--- src/rtl/pacman_pkg.sv ---
// Shared constants, enums and helpers for the pacman movement block.
package pacman_pkg;

  localparam int H_ACTIVE = 640;
  localparam int V_ACTIVE = 480;
  localparam int X_MIN    = 1;
  localparam int X_MAX    = H_ACTIVE - 2;
  localparam int Y_MIN    = 1;
  localparam int Y_MAX    = V_ACTIVE - 2;
  localparam int X_START  = 320;
  localparam int Y_START  = 240;

  typedef enum logic [2:0] {
    DIR_NONE,
    DIR_UP,
    DIR_DOWN,
    DIR_LEFT,
    DIR_RIGHT
  } dir_t;

  typedef enum logic [1:0] {
    ST_IDLE,
    ST_RUN,
    ST_HOLD
  } state_t;

  // Fixed priority up > down > left > right; no request keeps the current heading.
  function automatic dir_t resolve_dir(input logic up, input logic down,
                                       input logic left, input logic right,
                                       input dir_t cur);
    if (up)         return DIR_UP;
    else if (down)  return DIR_DOWN;
    else if (left)  return DIR_LEFT;
    else if (right) return DIR_RIGHT;
    else            return cur;
  endfunction

endpackage

--- src/rtl/pacman_mover_if.sv ---
// Control/position bundle between the game logic (master) and pacman_mover (slave).
interface pacman_mover_if;
  import pacman_pkg::*;

  // No valid/ready handshake: requests are level-sensitive and sampled every
  // rising clock edge; outputs are registered (move_tick is a one-cycle pulse).
  logic       m_up;
  logic       m_down;
  logic       m_left;
  logic       m_right;
  logic       e_start;
  logic       m_hold;
  logic [9:0] xPacLoc;
  logic [8:0] yPacLoc;
  logic       moving;
  logic       move_tick;
  state_t     dbg_state;

  modport master (
    output m_up, m_down, m_left, m_right, e_start, m_hold,
    input  xPacLoc, yPacLoc, moving, move_tick, dbg_state
  );

  modport slave (
    input  m_up, m_down, m_left, m_right, e_start, m_hold,
    output xPacLoc, yPacLoc, moving, move_tick, dbg_state
  );

endinterface

--- src/rtl/pacman_tick_gen.sv ---
// Movement tick divider: counts 0..TICK_DIV-1 while enabled, pulses tick on the last count.
module pacman_tick_gen #(
  parameter int TICK_DIV = 833_333
) (
  input  logic clk,
  input  logic rst,
  input  logic enable,
  input  logic clear,
  output logic tick
);

  localparam int            CW   = $clog2(TICK_DIV);
  localparam logic [CW-1:0] LAST = CW'(TICK_DIV - 1);

  logic [CW-1:0] count_q;
  logic [CW-1:0] count_d;

  always_comb begin
    count_d = count_q;
    if (clear)
      count_d = '0;
    else if (enable)
      count_d = (count_q == LAST) ? '0 : count_q + CW'(1);
  end

  always_ff @(posedge clk or posedge rst) begin
    if (rst) count_q <= '0;
    else     count_q <= count_d;
  end

  // Gated so a count frozen on LAST during a pause produces no tick.
  assign tick = enable && (count_q == LAST);

endmodule

--- src/rtl/pacman_mover.sv ---
// Pacman sprite mover: IDLE/RUN/HOLD FSM, latched heading, bounded position.
// Optional macro PACMAN_WRAP_EN: wrap to the opposite bound instead of saturating.
module pacman_mover
  import pacman_pkg::*;
#(
  parameter int TICK_DIV = 833_333,
  parameter int STEP     = 1
) (
  input  logic           clk,
  input  logic           reset,
  pacman_mover_if.slave  bus
);

  localparam logic [10:0] STEP11 = 11'(STEP);

  state_t     state_q, state_d;
  dir_t       dir_q, dir_d, dir_res;
  logic [9:0] x_q, x_d;
  logic [8:0] y_q, y_d;
  logic [10:0] nx, ny;
  logic       tick;

  pacman_tick_gen #(
    .TICK_DIV (TICK_DIV)
  ) u_tick (
    .clk    (clk),
    .rst    (reset),
    .enable (state_q == ST_RUN),
    .clear  (state_q == ST_IDLE),
    .tick   (tick)
  );

  always_comb begin
    dir_res = resolve_dir(bus.m_up, bus.m_down, bus.m_left, bus.m_right, dir_q);
    nx = {1'b0, x_q};
    ny = {2'b00, y_q};
    // 11-bit arithmetic: a step below zero lands with bit 10 set.
    case (dir_res)
      DIR_UP:    ny = {2'b00, y_q} - STEP11;
      DIR_DOWN:  ny = {2'b00, y_q} + STEP11;
      DIR_LEFT:  nx = {1'b0, x_q} - STEP11;
      DIR_RIGHT: nx = {1'b0, x_q} + STEP11;
      default:   ;
    endcase
  end

  always_comb begin
    state_d = state_q;
    dir_d   = dir_q;
    x_d     = x_q;
    y_d     = y_q;
    case (state_q)
      ST_IDLE: if (bus.e_start) state_d = ST_RUN;
      ST_RUN: begin
        dir_d = dir_res;
        if (tick) begin
          if (nx[10] || nx < 11'(X_MIN)) begin
`ifdef PACMAN_WRAP_EN
            x_d = 10'(X_MAX);
`else
            x_d = 10'(X_MIN);  dir_d = DIR_NONE;
`endif
          end else if (nx > 11'(X_MAX)) begin
`ifdef PACMAN_WRAP_EN
            x_d = 10'(X_MIN);
`else
            x_d = 10'(X_MAX);  dir_d = DIR_NONE;
`endif
          end else begin
            x_d = nx[9:0];
          end
          if (ny[10] || ny < 11'(Y_MIN)) begin
`ifdef PACMAN_WRAP_EN
            y_d = 9'(Y_MAX);
`else
            y_d = 9'(Y_MIN);  dir_d = DIR_NONE;
`endif
          end else if (ny > 11'(Y_MAX)) begin
`ifdef PACMAN_WRAP_EN
            y_d = 9'(Y_MIN);
`else
            y_d = 9'(Y_MAX);  dir_d = DIR_NONE;
`endif
          end else begin
            y_d = ny[8:0];
          end
        end
        // A hold arriving with a tick still commits that tick's move.
        if (bus.m_hold) state_d = ST_HOLD;
      end
      ST_HOLD: if (!bus.m_hold) state_d = ST_RUN;
      default: state_d = ST_IDLE;
    endcase
  end

  always_ff @(posedge clk or posedge reset) begin
    if (reset) begin
      state_q <= ST_IDLE;
      dir_q   <= DIR_NONE;
      x_q     <= 10'(X_START);
      y_q     <= 9'(Y_START);
    end else begin
      state_q <= state_d;
      dir_q   <= dir_d;
      x_q     <= x_d;
      y_q     <= y_d;
    end
  end

  assign bus.xPacLoc   = x_q;
  assign bus.yPacLoc   = y_q;
  assign bus.moving    = (state_q == ST_RUN) && (dir_q != DIR_NONE);
  assign bus.move_tick = tick;
  assign bus.dbg_state = state_q;

endmodule

--- src/flat_wrapper.sv ---
// flat-port wrapper written by rule: the top's interface ports become plain ports
module pacman_mover_flat import pacman_pkg::*;
#(
  parameter int TICK_DIV = 833_333,
  parameter int STEP     = 1
)
  (clk, reset, bus_m_up, bus_m_down, bus_m_left, bus_m_right, bus_e_start, bus_m_hold, bus_xPacLoc, bus_yPacLoc, bus_moving, bus_move_tick, bus_dbg_state);
  pacman_mover_if bus_i ();
  input  logic clk;
  input  logic reset;
  input wire logic [$bits(bus_i.m_up)-1:0] bus_m_up;
  input wire logic [$bits(bus_i.m_down)-1:0] bus_m_down;
  input wire logic [$bits(bus_i.m_left)-1:0] bus_m_left;
  input wire logic [$bits(bus_i.m_right)-1:0] bus_m_right;
  input wire logic [$bits(bus_i.e_start)-1:0] bus_e_start;
  input wire logic [$bits(bus_i.m_hold)-1:0] bus_m_hold;
  output wire logic [$bits(bus_i.xPacLoc)-1:0] bus_xPacLoc;
  output wire logic [$bits(bus_i.yPacLoc)-1:0] bus_yPacLoc;
  output wire logic [$bits(bus_i.moving)-1:0] bus_moving;
  output wire logic [$bits(bus_i.move_tick)-1:0] bus_move_tick;
  output wire logic [$bits(bus_i.dbg_state)-1:0] bus_dbg_state;
  assign bus_i.m_up = bus_m_up;
  assign bus_i.m_down = bus_m_down;
  assign bus_i.m_left = bus_m_left;
  assign bus_i.m_right = bus_m_right;
  assign bus_i.e_start = bus_e_start;
  assign bus_i.m_hold = bus_m_hold;
  assign bus_xPacLoc = bus_i.xPacLoc;
  assign bus_yPacLoc = bus_i.yPacLoc;
  assign bus_moving = bus_i.moving;
  assign bus_move_tick = bus_i.move_tick;
  assign bus_dbg_state = bus_i.dbg_state;
  pacman_mover #(.TICK_DIV(TICK_DIV), .STEP(STEP)) u_core (.clk(clk), .reset(reset), .bus(bus_i));
endmodule
--- config.mk ---
export PLATFORM = sky130hd
export DESIGN_NAME = pacman_mover_flat
export DESIGN_NICKNAME = d
export VERILOG_FILES = /design/src/rtl/pacman_pkg.sv /design/src/rtl/pacman_mover_if.sv /design/src/rtl/pacman_tick_gen.sv /design/src/rtl/pacman_mover.sv /design/src/flat_wrapper.sv
export SDC_FILE = /design/constraint.sdc
export NUM_CORES = 1
export LEC_CHECK = 0
export BUFFER_PORTS_ARGS = -buffer_cell sky130_fd_sc_hd__buf_4
export CAP_MARGIN = 20
export CORE_MARGIN = 5
export CORE_UTILIZATION = 35
export CTS_BUF_LIST = sky130_fd_sc_hd__clkbuf_8 sky130_fd_sc_hd__clkbuf_16
export CTS_CLUSTER_SIZE = 25
export DETAILED_ROUTE_END_ITERATION = 8
export SKIP_LAST_GASP = 1
export SYNTH_ARGS = -nofsm -noshare
export SYNTH_HDL_FRONTEND = slang
export SYNTH_SLANG_ARGS = --single-unit
--- constraint.sdc ---
create_clock -name clk -period 3.7 [get_ports clk]
set_input_delay 0.74 -clock clk [delete_from_list [all_inputs] [get_ports clk]]
set_output_delay 0.74 -clock clk [all_outputs]
set_load 0.02 [all_outputs]
==> reports/metrics.csv, run 1 <==
metric,value,unit
violations,setup timing,
antenna_cells,0,
status,"complete, but fails checks",
clk_pin_slew,0.09,ns
ios,31,
core_area,0.009284,sq mm
start_kind,primary input,
worstPathRequired,3.89,ns
first_global_vias,3107,
fp.dieW,108.0,um
fin_util,45.81,%
grt_max_degree,45,
final.min_clock_period,3.777,ns
post-route-period-util,102.1,%
num_rows,35,
nets,495,
die-height,108.0,um
viasPerCell,5.493,
fin_cells,603,
cts_buffers,5,
fmax,264.8,MHz
drtPass1Iterations,4,
yosysTopAreaCellShare,28.32,%
worst_ep_arrival_time,3.97,ns
leakage,1.764,nW
start_util,36.17,%
portBuffers,30,
rsz0062_at_grt,true,
worst_slew_pin_slew,0.8945,ns
grt_usage,15.64,%
design.die.area,0.01165,sq mm
grt-ovfl-total,0,
cp-end-kind,register,
cts_root_buf,clkbuf_8,
drt_iter0_markers,198,
synth_nets,428,
cts_buffer_depth,2,
cts_tree,done,
hold_violations,0,
synth_area,0.003358,sq mm
cap_violations,0,
place_congestion,0.8636,
yosys-top-cells-count,"nand2_1 (47), o21ai_0 (47), dfrtp_1 (38), nor2_1 (38), nand3_1 (18)",
setup_viol_count_final,5,
whs,0.3031,ns
syn_inst,406,
cts.sinks,44,
grt_pass1_wl,15.14,mm
route.detailed.drc,0,
htreeDepth,2,
power_per_cell_area,324.5,mW/mm^2
clkLatencyLatePin,0.30,ns
ys_ff_latch,44,
ant_nets,0,
synth_ff_type,dfrtp_1,
drv_slew,0,
vdd_ir_drop_max,0.4271,mV
crit_fanout,7,
hp-class,primary input to async pin,
synth_edf_count,0,
syn_avg_cell_area,8.271,sq um
drive_above_1_share,25.53,%
async_reset_ff_share,100.0,%
slew-limit-headroom,40.15,%
synthDistinctLibCells,63,
finClkSkew,0.008665,ns
fin_setup_tns,-0.3665,ns
dr_total_vias,3312,
area_delta_synth_final,26.64,%
routed_wl,9.060,mm
synthTopCellsByArea,"dfrtp_1 (28%), o21ai_0 (7.0%), nand2_1 (5.3%)",
setup_ws,-0.07694,ns
drt-wirelength-per-cell,15.02,um
hpwl,6.607,mm
worstSetupPathType,primary input to register,
antenna_found_initial,0,
yosysWarnings,0,
p_total,1.380,mW
dp.cells,588,
seq_area_frac_synth,33.01,%
yosysTopAreaCell,dfrtp_1,
## worst max-delay path: stages
cell and delay, ns:
buf_6 0.07, and2b_2 0.23, o31ai_4 0.23, nand3_4 0.19, buf_4 0.19, ha_4 0.20
and3_1 0.20, a221oi_4 0.31, xnor2_2 0.11, and4_4 0.20, a2111o_1 0.42, a31o_4 0.25
or3_4 0.36, o221a_2 0.25
## stage by stage
stage               worst slack [ns]  instance area (sq um)
detailed placement           -0.3833                   4034
global placement             -0.3273                   4034
global route                 -0.1997                   4253
CTS                         -0.07192                   4161
floorplan                    -0.3193                   3418
finish                      -0.07694                   4253
## metal layers
layer,global-route usage [%],routed length (um),vias to the layer above,part of all wire (%)
met5,0,0,-,0
met1,22.31,4403,1575,49
met3,2.030,285,9,3.1
met4,3.246,77,0,0.85
met2,25.44,4294,76,47
li1,-,-,1652,-
## registers in the layout (all words and copies together) (netlist names)
signal	flops
u_core.bus.yPacLoc	9
u_core.dir_q	3
u_core.u_tick.count_q	20
u_core.bus.xPacLoc	10
u_core.bus.dbg_state	2
## final timing paths
check                                                           from                                    to  slack, ns  cells after the start
worst max register to register           u_core.dir_q[0]$_DFFE_PP0P_     u_core.bus.xPacLoc[4]$_DFFE_PP0P_      -0.02                     13
worst max-delay path                                     bus_m_right     u_core.bus.xPacLoc[4]$_DFFE_PP0P_      -0.08                     14
worst min register to register  u_core.u_tick.count_q[5]$_DFFE_PP0P_  u_core.u_tick.count_q[5]$_DFFE_PP0P_       0.51                      1
worst min-delay path                                           reset     u_core.bus.xPacLoc[1]$_DFFE_PP0P_       0.30                      2
max in group asynchronous                                      reset     u_core.bus.yPacLoc[5]$_DFFE_PP1P_       2.90                      3
min in group clk                u_core.u_tick.count_q[5]$_DFFE_PP0P_  u_core.u_tick.count_q[5]$_DFFE_PP0P_       0.51                      1
## logic make-up after synthesis
group,synth area share (%)
and+or+nand+nor,26.04
DFF,33.01
AOI/OAI and AO/OA,27.05
adders and majority gates,5.440
muxes,1.192
buffers and inverters,2.832
xor gates and xnor gates,4.434
## cell type report
class,instances,area [sq um]
clock buffer,6,82.58
clock inverter,2,15.01
fill,930,5031
inverter,11,41.29
multi-input combinational,337,2272
sequential,44,1109
tap,129,161.4
timing repair buffer,74,571.8
## power by group
group | leakage (nW) | switching, mW | internal (mW) | total [mW]
clock | 0.0434 | 0.170 | 0.151 | 0.321
combinational | 1.19 | 0.272 | 0.197 | 0.468
sequential | 0.532 | 0.0728 | 0.518 | 0.590
## layout by cell type, fill, tap and decap left out, drive strengths merged, types with 6 or more instances in the layout
master | netlist | final
xor2 | 10 | 10
a21o | 7 | 7
dfstp | 6 | 6
ha | 13 | 13
xnor2 | 7 | 7
nand2 | 47 | 47
inv | 11 | 11
nand4 | 6 | 6
and3 | 12 | 12
nor3 | 13 | 13
nand2b | 10 | 10
and4 | 6 | 6
a21oi | 16 | 16
dfrtp | 38 | 38
nand3 | 18 | 18
o31ai | 12 | 12
clkbuf | 13 | 6
a22o | 6 | 6
buf | 1 | 74
o21ai | 47 | 47
nor2 | 38 | 38
## repair_timing
| item | 4_1_cts | 5_1_grt |
|---|---|---|
| buffers inserted | 2 | 4 |
| hold buffers | 0 | 0 |
| setup endpoints to repair | 9 | 12 |
| pin swaps | 1 | 3 |
| resized for setup | 3 | 12 |
Power figures use the tool's default switching activity.
==> run 2: changes to the inputs <==
--- a/config.mk
+++ b/config.mk
@@ -8,10 +8,11 @@
 export BUFFER_PORTS_ARGS = -buffer_cell sky130_fd_sc_hd__buf_4
 export CAP_MARGIN = 20
 export CORE_MARGIN = 5
-export CORE_UTILIZATION = 35
+export CORE_UTILIZATION = 54
 export CTS_BUF_LIST = sky130_fd_sc_hd__clkbuf_8 sky130_fd_sc_hd__clkbuf_16
 export CTS_CLUSTER_SIZE = 25
 export DETAILED_ROUTE_END_ITERATION = 8
+export PLACE_DENSITY = 0.76
 export SKIP_LAST_GASP = 1
 export SYNTH_ARGS = -nofsm -noshare
 export SYNTH_HDL_FRONTEND = slang
==> run 2 against run 1 <==
Effect of this change: the flow still finishes with violations (setup timing); largest power group unchanged; sequential power barely moved; design area fell by 1.9%; global-route usage rose by 8.1 points; register-to-register slack got worse by 0.04 ns; critical endpoint is now u_core.bus.xPacLoc[3]$_DFFE_PP0P_; critical path type unchanged; fmax fell by 1.1%; worst setup slack got worse by 0.042 ns; clock power rose by 25%; sequential share of layout area rose by 0.52 points; core utilization rose by 24 points; worst hold slack improved by 0.098 ns.
==> reports/metrics.csv, run 2 (same netlist as run 1, synthesis figures left out) <==
metric,value,unit,change
cts_root_buf,clkbuf_8,,
area_delta_synth_final,24.18,%,
crit_family,compound AO/OA/AOI/OAI gates,,
rsz0062_at_grt,true,,
clk_pin_slew,0.09,ns,about the same
grt_max_degree,31,,-31%
slew-limit-headroom,40.79,%,+0.65 points
grt-busiest-layer,met2,,
cap_violations,0,,unchanged
place_congestion,0.9754,,+13%
r2r-start,u_core.dir_q[0]$_DFFE_PP0P_,,
setup_ws,-0.1194,ns,-0.04248 ns
violations,setup timing,,
final_common_cell,buf_4,,
power_frac_comb,32.1,%,-1.8 points
fp.dieW,88.86,um,-18%
hold_violations,0,,unchanged
grtUsageMet3,3.073,%,+1.0 points
worst_slew_pin_slew,0.8848,ns,-0.009655 ns
crit_chain,buf_6 -> and2b_2 -> o31ai_4 -> nand3_4 -> fa_2 -> a21o_1 -> a221oi_4 -> xnor2_2 -> and4_4 -> a2111o_1 -> a31o_4 -> or3_4 -> o221a_2,,
p_total,1.457,mW,+5.5%
ios,31,,unchanged
p_clk_share,27.5,%,+4.2 points
fin_util,69.61,%,+24 points
placed_area,0.003944,sq mm,-2.2%
finClkSkew,0.009921,ns,+0.001256 ns
post-route-period-util,103.2,%,+1.1 points
drt_iter0_markers,173,,-13%
seq_power_share,40.4,%,-2.4 points
cp.buffers_inverters,1,,-1
nets,490,,-1.0%
num_rows,28,,-20%
leakage,1.752,nW,-0.69%
switching_power,521.9,uW,+1.4%
antenna_cells,0,,unchanged
worst_ep_arrival_time,4.02,ns,+0.05 ns
grt-ovfl-total,0,,unchanged
status,"complete, but fails checks",,
first_global_vias,3189,,+2.6%
worst_path_largest_cell_delay,0.41,ns,about the same
grt_pass1_wl,14.89,mm,-1.6%
layout_common_cells,"buf_4 (67), nand2_1 (47), o21ai_0 (44)",,
fin_area,0.004170,sq mm,-1.9%
crit_fanout,7,,unchanged
core_area,0.005991,sq mm,-35%
grtUsageMet2,37.85,%,+12 points
viasPerCell,6.224,,+13%
cts_tree,done,,
clkLatencyLatePin,0.30,ns,about the same
worstPathRequired,3.90,ns,about the same
largest_reg_flops,20,,unchanged
design.die.area,0.007896,sq mm,-32%
top_register,u_core.u_tick.count_q,,
final.min_clock_period,3.819,ns,+0.04248 ns
drv_slew,0,,unchanged
cp.depth,13,,-1
ant_nets,0,,unchanged
cts_buffers,5,,unchanged
route.detailed.drc,0,,unchanged
cts_buffer_depth,2,,unchanged
use_met1,33.53,%,+11 points
whs,0.4007,ns,+0.09758 ns
reg2reg_depth,12,,-1
drive_above_1_share,24.52,%,-1.0 points
fin_cells,544,,-9.8%
worst_path_max_delay_cell,a2111o_1,,
dp.cells,531,,-9.7%
worstSetupStartpoint,bus_m_right,,
worst-r2r-setup-slack,-0.06,ns,-0.04 ns
hold_buffers,0,,unchanged
switching_share,35.83,%,-1.5 points
portBuffers,30,,unchanged
power_per_cell_area,349.3,mW/mm^2,+7.6%
antenna_found_initial,0,,unchanged
worstSetupPathType,primary input to register,,
setup_viol_count_final,7,,+2
fmax,261.8,MHz,-1.1%
p_int,934.8,uW,+8.0%
cts.sinks,44,,unchanged
hp-class,primary input to async pin,,
drtPass1Iterations,4,,unchanged
grt_usage,23.73,%,+8.1 points
routed_wl,9.133,mm,+0.81%
vdd_ir_drop_max,0.4239,mV,-0.74%
start_util,56.06,%,+20 points
dr_total_vias,3386,,+2.2%
drt-wirelength-per-cell,16.79,um,+12%
cp-end-kind,register,,
start_kind,primary input,,
hpwl,6.714,mm,+1.6%
r2r_end,u_core.bus.xPacLoc[3]$_DFFE_PP0P_,,
htreeDepth,2,,unchanged
endpoint,u_core.bus.xPacLoc[3]$_DFFE_PP0P_,,
die-height,88.86,um,-18%
-- run 2: cell count changes in the layout (fill, tap and decap cells not counted), sizes merged --
| cell | delta |
|---|---|
| inv | -1 |
| bufinv | +1 |
| clkinvlp | -2 |
| clkinv | +2 |
| buf | -5 |
-- run 2: worst min path at each step --
stage	from	endpoint	slack, ns
2_1_floorplan	u_core.u_tick.count_q[5]$_DFFE_PP0P_	u_core.u_tick.count_q[5]$_DFFE_PP0P_	0.47
3_3_place_gp	u_core.u_tick.count_q[5]$_DFFE_PP0P_	u_core.u_tick.count_q[5]$_DFFE_PP0P_	0.49
3_5_place_dp	u_core.u_tick.count_q[5]$_DFFE_PP0P_	u_core.u_tick.count_q[5]$_DFFE_PP0P_	0.50
4_1_cts	reset	u_core.bus.xPacLoc[1]$_DFFE_PP0P_	0.41
5_1_grt	reset	u_core.bus.xPacLoc[1]$_DFFE_PP0P_	0.42
6_report	reset	u_core.bus.xPacLoc[1]$_DFFE_PP0P_	0.40
-- run 2: final cells by class --
| class | count | area (sq um) |
|---|---|---|
| Fill cell | 487 | 1821 |
| Sequential cell | 44 | 1109 |
| Timing Repair Buffer | 69 | 525.5 |
| Inverter | 11 | 41.29 |
| Clock inverter | 2 | 38.79 |
| Tap cell | 75 | 93.84 |
| Clock buffer | 6 | 82.58 |
| Multi-Input combinational cell | 337 | 2280 |
-- run 2: power by group through the flow --
stage          combinational [mW]  clock (mW)  sequential [mW]
2_1_floorplan               0.319           0            0.579
3_3_place_gp                0.430           0            0.597
3_5_place_dp                0.444           0            0.597
4_1_cts                     0.446       0.405            0.589
5_1_grt                     0.521       0.423            0.598
6_report                    0.468       0.401            0.588
-- run 2: what timing repair did --
| action | in CTS | in global routing |
|---|---|---|
| endpoints found under the setup margin | 7 | 12 |
| setup buffers | 1 | 4 |
| pin swaps | 0 | 2 |
| resized for setup | 1 | 16 |
-- run 2: metrics by stage --
| stage | worst slack (ns) | setup TNS [ns] |
|---|---|---|
| floorplan | -0.3193 | -2.301 |
| global placement | -0.3643 | -3.603 |
| detailed placement | -0.4009 | -3.986 |
| CTS | -0.07513 | -0.3333 |
| global route | -0.2126 | -1.868 |
| finish | -0.1194 | -0.6023 |
-- run 2: routing by layer --
metal	wire [um]	part of all wire, %
met2	4323	47
met4	180	2.0
met1	4186	46
met3	442	4.8
met5	0	0
==> run 3: changes to the inputs <==
--- a/config.mk
+++ b/config.mk
@@ -13,6 +13,7 @@
 export CTS_CLUSTER_SIZE = 25
 export DETAILED_ROUTE_END_ITERATION = 8
 export PLACE_DENSITY = 0.76
+export RECOVER_POWER = 25
 export SKIP_LAST_GASP = 1
 export SYNTH_ARGS = -nofsm -noshare
 export SYNTH_HDL_FRONTEND = slang
==> constraint.sdc (replaced) <==
create_clock -name clk -period 3.42 [get_ports clk]
set_input_delay 0.342 -clock clk [delete_from_list [all_inputs] [get_ports clk]]
set_output_delay 0.342 -clock clk [all_outputs]
set_load 0.02 [all_outputs]
==> run 3 against run 2 <==
Effect of this change: the run ends with capacitance limit, slew limit, setup timing left; die area stayed put; global-route usage decreased by 1.1 points; sequential cell count is the same; core utilization down 1.4 points; sequential share of layout area rose by 0.56 points; worst setup slack got worse by 0.079 ns; clock skew shrank 0.00079 ns; largest cell class unchanged; largest power group unchanged.
==> reports/metrics.csv, run 3 (same netlist as run 1, synthesis figures left out) <==
metric,value,unit,change
leakage,1.718,nW,-1.9%
min_from,bus_m_hold,,
switching_share,34.92,%,-0.91 points
post-route-period-util,105.8,%,
drt_iter0_markers,244,,+41%
fin_setup_tns,-1.681,ns,-1.079 ns
multi_input_area,0.002235,sq mm,-2.0%
hold_depth,2,,
status,"complete, but fails checks",,
worstSetupPathType,register to register,,
preCtsSetupSlack,-0.2409,ns,+0.1600 ns
hp-class,primary input to register,,
fp.dieW,88.86,um,unchanged
setup_viol_count_final,11,,+4
hpwl,6.392,mm,-4.8%
ant_nets,0,,unchanged
cts_buffer_depth,2,,unchanged
whs,0.2572,ns,-0.1435 ns
fillerInstances,489,,+0.41%
portBuffers,30,,unchanged
slew-limit-headroom,-54.81,%,-96 points
cts_buffers,5,,unchanged
grt-ovfl-total,0,,unchanged
htreeDepth,2,,unchanged
nets,486,,-0.82%
grt_usage,22.68,%,-1.1 points
final.min_clock_period,3.618,ns,
top_register,u_core.u_tick.count_q,,
grt_pass1_wl,14.20,mm,-4.6%
viasPerCell,6.126,,-1.6%
hold_buffers,0,,unchanged
r2r_end,u_core.bus.xPacLoc[1]$_DFFE_PP0P_,,
vdd_ir_drop_max,0.3855,mV,-9.1%
cap_violations,1,,+1
cp-end-kind,register,,
core_area,0.005991,sq mm,unchanged
start_kind,register,,
dr_total_vias,3308,,-2.3%
fmax,276.4,MHz,
cts_tree,done,,
finClkSkew,0.009131,ns,-0.0007894 ns
seq_power_share,40.5,%,about the same
switching_power,540.9,uW,+3.6%
cts.sinks,44,,unchanged
setup_ws,-0.1981,ns,-0.07867 ns
worstPathRequired,3.61,ns,-0.29 ns
worst-r2r-setup-slack,-0.20,ns,-0.14 ns
fin_util,68.17,%,-1.4 points
min_to,u_core.bus.dbg_state[0]$_DFFE_PP0P_,,
routed_wl,8.337,mm,-8.7%
drtPass1Iterations,4,,unchanged
p_int,1.008,mW,+7.9%
power_frac_comb,32.5,%,+0.4 points
worst_slew_pin_slew,2.322,ns,+1.437 ns
ios,31,,unchanged
reg2reg_depth,13,,+1
design.die.area,0.007896,sq mm,unchanged
register_area,0.001109,sq mm,unchanged
grt_max_degree,45,,+45%
area_delta_synth_final,21.61,%,
p_clk_share,26.9,%,-0.6 points
violations,"capacitance limit, slew limit, setup timing",,
antenna_found_initial,0,,unchanged
drive_above_1_share,22.15,%,-2.4 points
layout_common_cells,"buf_4 (63), nand2_1 (47), o21ai_0 (44)",,
antenna_cells,0,,unchanged
hold_violations,0,,unchanged
power_per_cell_area,379.3,mW/mm^2,+8.6%
clk_pin_slew,0.08,ns,about the same
route.detailed.drc,0,,unchanged
first_global_vias,2989,,-6.3%
drv_slew,45,,+45
r2r-start,u_core.dir_q[0]$_DFFE_PP0P_,,
num_rows,28,,unchanged
die-height,88.86,um,unchanged
crit_fanout,7,,unchanged
drt-wirelength-per-cell,15.44,um,-8.0%
largest_reg_flops,20,,unchanged
worst_ep_arrival_time,3.80,ns,-0.22 ns
clkLatencyLatePin,0.30,ns,about the same
final_common_cell,buf_4,,
start_util,56.06,%,unchanged
place_congestion,0.8857,,-9.2%
rsz0062_at_grt,true,,
cts_root_buf,clkbuf_8,,
[run 3: worst max path at each step]
stage / start / to / slack [ns] / cells past startpoint
after global placement: bus_m_right / u_core.bus.xPacLoc[1]$_DFFE_PP0P_ / -0.20 / 13
after detailed placement: bus_m_right / u_core.bus.xPacLoc[1]$_DFFE_PP0P_ / -0.24 / 13
final: u_core.dir_q[0]$_DFFE_PP0P_ / u_core.bus.xPacLoc[1]$_DFFE_PP0P_ / -0.20 / 13
after CTS: u_core.dir_q[0]$_DFFE_PP0P_ / u_core.bus.xPacLoc[1]$_DFFE_PP0P_ / -0.19 / 12
after floorplan: u_core.dir_q[0]$_DFFE_PP0P_ / u_core.bus.xPacLoc[1]$_DFFE_PP0P_ / -0.27 / 12
after global routing: u_core.dir_q[0]$_DFFE_PP0P_ / u_core.bus.xPacLoc[1]$_DFFE_PP0P_ / -0.37 / 12
[run 3: cell type report]
type	instances	area share, %
Inverter	11	1.011
Timing Repair Buffer	65	11.86
Sequential cell	44	27.14
Clock buffer	6	2.022
Multi-Input combinational cell	337	54.72
Clock inverter	2	0.9498
Tap cell	75	2.298
[run 3: power groups by stage]
stage                     logic (mW)  clock network (mW)  registers, mW
after floorplan                0.345                   0          0.626
after global placement         0.493                   0          0.636
after detailed placement       0.501                   0          0.636
after CTS                      0.505               0.430          0.627
after global routing           0.563               0.449          0.636
final                          0.504               0.417          0.628
[run 3: critical path, cell delays in order, from the launching register on]
cell,delay [ns]
dfrtp_1,0.40
and2b_1,0.20
o31ai_4,0.24
nand3_4,0.20
buf_4,0.19
ha_4,0.21
and3_1,0.21
a221oi_4,0.31
xnor2_2,0.10
and4_4,0.20
a2111o_1,0.40
a31o_1,0.24
or3_4,0.37
o221a_2,0.25
[run 3: per-stage QoR]
step / power [mW] / instances / area (sq um)
final: 1.549 / 540 / 4084
after global placement: 1.129 / 531 / 3944
after floorplan: 0.9715 / 406 / 3418
after detailed placement: 1.137 / 531 / 3944
after CTS: 1.562 / 539 / 4080
after global routing: 1.649 / 540 / 4084
[run 3: routing by layer]
| layer | GRT usage (%) | vias to the layer above | routed length [um] |
|---|---|---|---|
| met4 | 6.731 | 0 | 136 |
| met5 | 0 | - | 0 |
| met1 | 32.62 | 1558 | 4052 |
| met3 | 4.190 | 14 | 447 |
| met2 | 34.68 | 100 | 3701 |
| li1 | - | 1636 | - |
[run 3: timing repair]
item / in CTS / in global routing
pin swaps: 1 / 1
endpoints found under the setup margin: 12 / 12
buffers inserted: 0 / 1
gates resized for setup: 7 / 0
